$ cat src/rtl/aes_dec_seq_if.sv
// aes_dec_seq_if: block-level handshake between cipher-text source, decryption sequencer and plaintext sink.
// Valid/ready: a transfer occurs on a rising clk edge where valid and ready are both 1; the sender holds data stable while valid=1 and ready=0.
interface aes_dec_seq_if #(
    parameter int KW = 128
);
    logic          in_valid;
    logic          in_ready;
    logic [KW-1:0] ct_in;
    logic [KW-1:0] key_in;
    logic          out_valid;
    logic          out_ready;
    logic [KW-1:0] pt_out;

    modport master (
        output in_valid, ct_in, key_in, out_ready,
        input  in_ready, out_valid, pt_out
    );

    modport slave (
        input  in_valid, ct_in, key_in, out_ready,
        output in_ready, out_valid, pt_out
    );
endinterface

$ cat src/rtl/aes_dec_seq.sv
// aes_dec_seq: iterative AES-128 decryption sequencer driving external key-expansion and inverse-round logic.
// Optional key cache enabled by defining AES_DEC_KEYCACHE_EN (skips key expansion when the key repeats).
module aes_dec_seq #(
    parameter int NR = 10,
    parameter int KW = 128
) (
    input  logic          clk,
    input  logic          rst_n,
    aes_dec_seq_if.slave  io,
    output logic [3:0]    kexp_rc,
    output logic [KW-1:0] kexp_key_prev,
    input  logic [KW-1:0] kexp_key_next,
    output logic [KW-1:0] rnd_state_o,
    output logic [KW-1:0] rnd_key_o,
    output logic          rnd_last,
    input  logic [KW-1:0] rnd_state_i,
    output logic          busy,
    output logic [1:0]    dbg_state
);
    localparam logic [3:0] LAST_RND = 4'(NR);

    // Encoding is visible on dbg_state: 0 IDLE, 1 KEXP, 2 ROUND, 3 DONE.
    typedef enum logic [1:0] {
        IDLE  = 2'd0,
        KEXP  = 2'd1,
        ROUND = 2'd2,
        DONE  = 2'd3
    } fsm_t;

    fsm_t          fsm;
    fsm_t          fsm_next;
    logic [3:0]    cnt;
    logic [3:0]    cnt_next;
    logic [3:0]    rk_idx;
    logic [KW-1:0] ct_q;
    logic [KW-1:0] state_q;
    logic [KW-1:0] pt_q;
    logic [KW-1:0] rk [0:NR];

    logic accept;
    logic cache_hit;
    logic kexp_wr;
    logic kexp_last;
    logic round_wr;
    logic round_last;

    always_ff @(posedge clk or negedge rst_n) begin
        if (!rst_n) begin
            fsm <= IDLE;
            cnt <= 4'd0;
        end else begin
            fsm <= fsm_next;
            cnt <= cnt_next;
        end
    end

    always_comb begin
        fsm_next     = fsm;
        cnt_next     = cnt;
        accept       = 1'b0;
        kexp_wr      = 1'b0;
        kexp_last    = 1'b0;
        round_wr     = 1'b0;
        round_last   = 1'b0;
        rk_idx       = 4'd0;
        io.in_ready  = 1'b0;
        io.out_valid = 1'b0;
        busy         = 1'b1;
        kexp_rc      = 4'd0;
        rnd_last     = 1'b0;
        case (fsm)
            IDLE: begin
                io.in_ready = 1'b1;
                busy        = 1'b0;
                if (io.in_valid) begin
                    accept = 1'b1;
                    if (cache_hit) begin
                        fsm_next = ROUND;
                        cnt_next = LAST_RND;
                    end else begin
                        fsm_next = KEXP;
                        cnt_next = 4'd1;
                    end
                end
            end
            KEXP: begin
                kexp_rc = cnt;
                rk_idx  = cnt - 4'd1;
                kexp_wr = 1'b1;
                if (cnt == LAST_RND) begin
                    kexp_last = 1'b1;
                    fsm_next  = ROUND;
                    cnt_next  = LAST_RND;
                end else begin
                    cnt_next = cnt + 4'd1;
                end
            end
            ROUND: begin
                rk_idx   = cnt - 4'd1;
                round_wr = 1'b1;
                rnd_last = (cnt == 4'd1);
                cnt_next = cnt - 4'd1;
                if (cnt == 4'd1) begin
                    round_last = 1'b1;
                    fsm_next   = DONE;
                end
            end
            DONE: begin
                io.out_valid = 1'b1;
                if (io.out_ready) begin
                    fsm_next = IDLE;
                end
            end
            default: begin
                fsm_next = IDLE;
            end
        endcase
    end

    assign kexp_key_prev = (fsm == KEXP)  ? rk[rk_idx] : '0;
    assign rnd_key_o     = (fsm == ROUND) ? rk[rk_idx] : '0;
    assign rnd_state_o   = state_q;
    assign io.pt_out     = pt_q;
    assign dbg_state     = fsm;

    always_ff @(posedge clk or negedge rst_n) begin
        if (!rst_n) begin
            ct_q    <= '0;
            state_q <= '0;
            pt_q    <= '0;
        end else begin
            if (accept) begin
                ct_q <= io.ct_in;
                if (cache_hit) begin
                    state_q <= io.ct_in ^ rk[NR];
                end
            end
            // The final expanded key doubles as the initial AddRoundKey of decryption.
            if (kexp_last) begin
                state_q <= ct_q ^ kexp_key_next;
            end
            if (round_wr) begin
                state_q <= rnd_state_i;
            end
            if (round_last) begin
                pt_q <= rnd_state_i;
            end
        end
    end

    // Round-key store carries no reset; its contents are only trusted after a full expansion.
    always_ff @(posedge clk) begin
        if (accept && !cache_hit) begin
            rk[0] <= io.key_in;
        end
        if (kexp_wr) begin
            rk[cnt] <= kexp_key_next;
        end
    end

`ifdef AES_DEC_KEYCACHE_EN
    logic [KW-1:0] tag;
    logic          tag_valid;

    // A miss starts overwriting rk[], so the tag is invalid until that expansion completes.
    always_ff @(posedge clk or negedge rst_n) begin
        if (!rst_n) begin
            tag       <= '0;
            tag_valid <= 1'b0;
        end else if (accept && !cache_hit) begin
            tag_valid <= 1'b0;
        end else if (kexp_last) begin
            tag       <= rk[0];
            tag_valid <= 1'b1;
        end
    end

    assign cache_hit = tag_valid && (io.key_in == tag);
`else
    assign cache_hit = 1'b0;
`endif

endmodule

$ cat src/flat_wrapper.sv
// flat-port wrapper written by rule: the top's interface ports become plain ports
module aes_dec_seq_flat 
#(
    parameter int NR = 10,
    parameter int KW = 128
)
  (clk, rst_n, kexp_rc, kexp_key_prev, kexp_key_next, rnd_state_o, rnd_key_o, rnd_last, rnd_state_i, busy, dbg_state, io_in_valid, io_ct_in, io_key_in, io_out_ready, io_in_ready, io_out_valid, io_pt_out);
  aes_dec_seq_if #(.KW(KW)) io_i ();
  input  logic clk;
  input  logic rst_n;
  output logic [3:0] kexp_rc;
  output logic [KW-1:0] kexp_key_prev;
  input  logic [KW-1:0] kexp_key_next;
  output logic [KW-1:0] rnd_state_o;
  output logic [KW-1:0] rnd_key_o;
  output logic rnd_last;
  input  logic [KW-1:0] rnd_state_i;
  output logic busy;
  output logic [1:0] dbg_state;
  input wire logic [$bits(io_i.in_valid)-1:0] io_in_valid;
  input wire logic [$bits(io_i.ct_in)-1:0] io_ct_in;
  input wire logic [$bits(io_i.key_in)-1:0] io_key_in;
  input wire logic [$bits(io_i.out_ready)-1:0] io_out_ready;
  output wire logic [$bits(io_i.in_ready)-1:0] io_in_ready;
  output wire logic [$bits(io_i.out_valid)-1:0] io_out_valid;
  output wire logic [$bits(io_i.pt_out)-1:0] io_pt_out;
  assign io_i.in_valid = io_in_valid;
  assign io_i.ct_in = io_ct_in;
  assign io_i.key_in = io_key_in;
  assign io_i.out_ready = io_out_ready;
  assign io_in_ready = io_i.in_ready;
  assign io_out_valid = io_i.out_valid;
  assign io_pt_out = io_i.pt_out;
  aes_dec_seq #(.NR(NR), .KW(KW)) u_core (.clk(clk), .rst_n(rst_n), .io(io_i), .kexp_rc(kexp_rc), .kexp_key_prev(kexp_key_prev), .kexp_key_next(kexp_key_next), .rnd_state_o(rnd_state_o), .rnd_key_o(rnd_key_o), .rnd_last(rnd_last), .rnd_state_i(rnd_state_i), .busy(busy), .dbg_state(dbg_state));
endmodule
$ cat config.mk
export PLATFORM = sky130hd
export DESIGN_NAME = aes_dec_seq_flat
export DESIGN_NICKNAME = d
export VERILOG_FILES = /design/src/rtl/aes_dec_seq_if.sv /design/src/rtl/aes_dec_seq.sv /design/src/flat_wrapper.sv
export SDC_FILE = /design/constraint.sdc
export NUM_CORES = 2
export LEC_CHECK = 0
export BUFFER_PORTS_ARGS = -buffer_cell sky130_fd_sc_hd__buf_2
export CORE_AREA = 2 2 399 401
export DETAILED_ROUTE_END_ITERATION = 10
export DIE_AREA = 0 0 401 403
export PLACE_DENSITY = 0.69
export SLEW_MARGIN = 20
export SYNTH_ARGS = -nofsm -noshare
export SYNTH_HDL_FRONTEND = slang
export SYNTH_SLANG_ARGS = --single-unit
export TNS_END_PERCENT = 1
$ cat constraint.sdc
create_clock -name clk -period 20.4 [get_ports clk]
set_clock_uncertainty 0.2 [all_clocks]
set_input_delay 2.04 -clock clk [delete_from_list [all_inputs] [get_ports clk]]
set_output_delay 2.04 -clock clk [all_outputs]
set_load 0.02 [all_outputs]
==> impl_metrics.py <==
metrics = {
    "cells_and_area": {
        "multi_input_comb_area_sq_um": 22000,
        "final_net_count": 6790,
        "drive_gt1_frac": 0.279,
        "final_design_area_no_fill_sq_um": 88700,
        "flow.area_growth_from_synthesis_pct": 16.9,
        "fillerInstances": 12700,
        "final-seq-area_sq_um": 52000,
    },
    "timing": {
        "timing.slew.headroom": 0.199,
        "report.final.hold_viol_count": 0,
        "setup_viol_count_final": 0,
        "grt_setup_unrepaired": "false",
        "final_min_period_over_clock_period": 0.434,
        "post-route-min-period_ns": 8.85,
        "report.final.slew_viol_count": 0,
        "tightestPinTransition_ns": 1.20,
        "fin_tns_setup_ns": 0,
        "max_freq_mhz": 113,
    },
    "critical_path": {
        "path_depth": 9,
        "required_ns": 18.16,
        "worst_r2r_startpoint": "u_core.cnt[0]",
        "crit_top_cell": "sky130_fd_sc_hd__buf_4",
        "critical_path_fanouts_max": 86,
        "critical_path_buf_inv_count": 4,
        "critPathMaxStageDelay_ns": 1.04,
        "path_delay_family": "buffers and inverters",
        "startpoint_type_of_the_worst_setup_path": "register",
        "worstSetupPathType": "reg -> out",
        "worstSetupStartpoint": "u_core.cnt[0]",
        "kind_of_capture_point_of_the_worst_setup_path": "output port",
        "timing.critical_path.slowest_stage_cell": "sky130_fd_sc_hd__dfrtp_4",
        "arrival_ns": 6.61,
        "worstPathCellList": "inv_1 -> ha_4 -> buf_4 -> nand2b_4 -> buf_4 -> o22ai_1 -> a211o_1 -> a21oi_1 -> buf_2",
        "logic_depth_of_the_worst_register_to_register_path": 6,
    },
    "routing": {
        "initialDrtViolationCount": 5673,
        "dr.max_layer_used": "met5",
        "final_antenna_net_count": 0,
        "drc": 0,
        "drt_pass1_iterations": 6,
        "routed_wirelength_mm": 235,
        "dr_total_vias": 53300,
        "post_route_met1_wirelength_mm": 91.4,
        "wire_per_inst_um": 27.6,
        "met3WireLength_mm": 19.5,
        "detailroute.wirelength.met2_mm": 116,
        "routed_via_density": 6.27,
    },
    "synth": {
        "top_count_cell_post_synth": "sky130_fd_sc_hd__edfxtp_1",
        "ys.warnings.count": 0,
        "syn_inst": 5414,
        "ys_seq_area_frac": 0.686,
        "synth_ff_type": "sky130_fd_sc_hd__edfxtp_1",
        "ys_async_sr_fraction": 0.217,
        "synth_enable_flop_cells": 1408,
        "post-synth-top-area-cell": "sky130_fd_sc_hd__edfxtp_1",
        "postSynthRegisterBits": 1798,
        "mappedNetlistNets": 5939,
        "ys_top_cells_by_count": "sky130_fd_sc_hd__edfxtp_1 (1408), sky130_fd_sc_hd__a21oi_1 (514), sky130_fd_sc_hd__dfrtp_1 (390), sky130_fd_sc_hd__mux2_2 (384), sky130_fd_sc_hd__clkbuf_1 (284)",
        "syn-cell-area_sq_um": 75800,
        "synth.avg_cell_area_sq_um": 14.0,
        "post-synth-top-area-fraction": 0.557,
        "post_synth_num_cell_types": 49,
        "synth_area_leaders": "sky130_fd_sc_hd__edfxtp_1 (56%), sky130_fd_sc_hd__dfrtp_1 (13%), sky130_fd_sc_hd__mux2_2 (5.7%), sky130_fd_sc_hd__a21oi_1 (3.4%), sky130_fd_sc_hd__o31ai_1 (2.6%)",
    },
    "placement": {
        "hpwlAfterDp_mm": 141,
        "placed_area_sq_um": 82700,
        "port-buffer-count": 1037,
        "gp_congestion": 0.901,
    },
    "global_route": {
        "vias_in_the_first_global_route": 52900,
        "grt_start_max_net_pins": 212,
        "first_pass_grt_wire_length_mm": 344,
        "grt-ovfl-total": 0,
        "track_usage": 0.282,
        "grt_antenna_before_repair": 14,
    },
    "clock_tree": {
        "post-cts-setup-buffers": 0,
        "ctsResizeCount": 0,
        "clk_transition_reported_paths_ns": 0.06,
        "cts_tree": "done",
        "holdBufCountCts": 0,
        "cts_buffer_depth": 3,
        "cts.sinks": 1798,
        "cts-buffers-inserted": 185,
        "clk_latency_ns": 0.80,
        "h-tree-depth": 4,
        "clock-root-buffer": "sky130_fd_sc_hd__clkbuf_16",
    },
    "job": {
        "drv_cap": 0,
    },
    "die": {
        "fp.coreArea_sq_um": 157000,
        "die_width_um": 401,
        "num_rows": 146,
        "die_height_um": 403,
        "floorplan.initialDensity": 0.482,
        "num_io_pins": 1038,
        "floorplan.die_area_sq_um": 162000,
    },
    "hold_path": {
        "hold_path_startpoint": "u_core.io.pt_out[26]",
        "holdPathStages": 1,
        "hold_class": "reg -> reg",
    },
    "power_and_ir_drop": {
        "switching_share": 0.438,
        "finalPower_mw": 16.4,
        "sequentialPowerShare": 0.321,
        "net_load_switching_power_mw": 7.21,
        "worst_ir_drop_vdd_v": 0.000236,
        "power_density_nw_per_um2": 185,
        "comb_power_share": 0.477,
        "intPower_mw": 9.24,
        "power.share.clock": 0.202,
        "leakagePower_nw": 31.6,
    },
    "run_status": {
        "result_of_the_run": "completed",
    },
}
==> cells in the final DEF, fill, tap and decap left out, types with 4 or more instances in the layout <==
master / count
sky130_fd_sc_hd__nor2_1: 132
sky130_fd_sc_hd__bufinv_16: 13
sky130_fd_sc_hd__ha_1: 5
sky130_fd_sc_hd__clkbuf_1: 44
sky130_fd_sc_hd__clkinvlp_4: 7
sky130_fd_sc_hd__nand3b_1: 128
sky130_fd_sc_hd__o21ai_0: 258
sky130_fd_sc_hd__inv_6: 9
sky130_fd_sc_hd__diode_2: 8
sky130_fd_sc_hd__a21oi_1: 514
sky130_fd_sc_hd__inv_1: 11
sky130_fd_sc_hd__nor3b_1: 255
sky130_fd_sc_hd__o22ai_1: 255
sky130_fd_sc_hd__ha_4: 4
sky130_fd_sc_hd__clkinv_1: 43
sky130_fd_sc_hd__a211o_1: 127
sky130_fd_sc_hd__clkbuf_8: 7
sky130_fd_sc_hd__a31oi_1: 129
sky130_fd_sc_hd__nand2_1: 265
sky130_fd_sc_hd__dfrtp_1: 389
sky130_fd_sc_hd__mux2_2: 384
sky130_fd_sc_hd__buf_4: 72
sky130_fd_sc_hd__edfxtp_1: 1408
sky130_fd_sc_hd__clkbuf_16: 189
sky130_fd_sc_hd__buf_2: 1036
sky130_fd_sc_hd__xnor2_1: 128
sky130_fd_sc_hd__o22a_1: 127
sky130_fd_sc_hd__o31ai_1: 258
sky130_fd_sc_hd__a22o_1: 128
sky130_fd_sc_hd__buf_12: 12
sky130_fd_sc_hd__mux2i_1: 4
sky130_fd_sc_hd__nor3_2: 4
sky130_fd_sc_hd__clkinv_2: 22
==> state kept, by name, summed over array words and instances (netlist names) <==
name,count
u_core.rk,1408
u_core.ct_q,128
u_core.io.pt_out,128
u_core.rnd_state_o,128
u_core.cnt,4
u_core.dbg_state,2
==> per-layer routing <==
layer	vias to the layer above	track usage
met4	2	0.107
met2	2720	0.469
met1	27200	0.370
met5	-	0
li1	22900	-
met3	447	0.0528
==> stage by stage <==
step	setup WS, ns	hold slack (ns)	std cells	util
floorplan	4.68	0.301	5414	-
global placement	12.63	0.284	8149	0.525
detailed placement	12.49	0.290	8149	0.525
CTS	11.58	0.303	8490	0.563
global route	11.33	0.314	8493	0.563
finish	11.55	0.299	8499	0.563
==> worst paths after layout <==
check | to | slack [ns]
max in group asynchronous | u_core.ct_q[72] | 16.06
setup / recovery | rnd_key_o[82] | 11.55
min in group asynchronous | u_core.ct_q[6] | 1.04
hold / removal | u_core.io.pt_out[26] | 0.30
setup reg to reg | u_core.rk[7][101] | 15.64
hold reg to reg | u_core.io.pt_out[26] | 0.30
==> power groups by stage <==
| stage | Combinational, mW | Clock (mW) | Sequential, mW |
|---|---|---|---|
| 2_1_floorplan | 4.64 | 0 | 5.66 |
| 3_3_place_gp | 7.63 | 0 | 5.30 |
| 3_5_place_dp | 7.74 | 0 | 5.34 |
| 4_1_cts | 7.77 | 3.35 | 5.27 |
| 5_1_grt | 8.25 | 3.51 | 5.34 |
| 6_report | 7.84 | 3.32 | 5.28 |
==> cells by family after synthesis <==
family	share of synthesized area
xor+xnor	0.0149
simple gates	0.0600
mux	0.0578
flops	0.686
compound gates	0.154
fa+ha+maj	0.00148
buf+inv	0.0261
==> final cells by class <==
| class | instances | share of cell area |
|---|---|---|
| flip-flops and latches | 1798 | 0.587 |
| inverters | 13 | 0.000691 |
| clock buffers | 240 | 0.0563 |
| multi-input cells | 3144 | 0.248 |
| well taps | 2072 | 0.0292 |
| clock inverters | 101 | 0.0105 |
| repair buffers | 1123 | 0.0679 |
| diodes | 8 | 0.000226 |
Power figures use the tool's default switching activity.
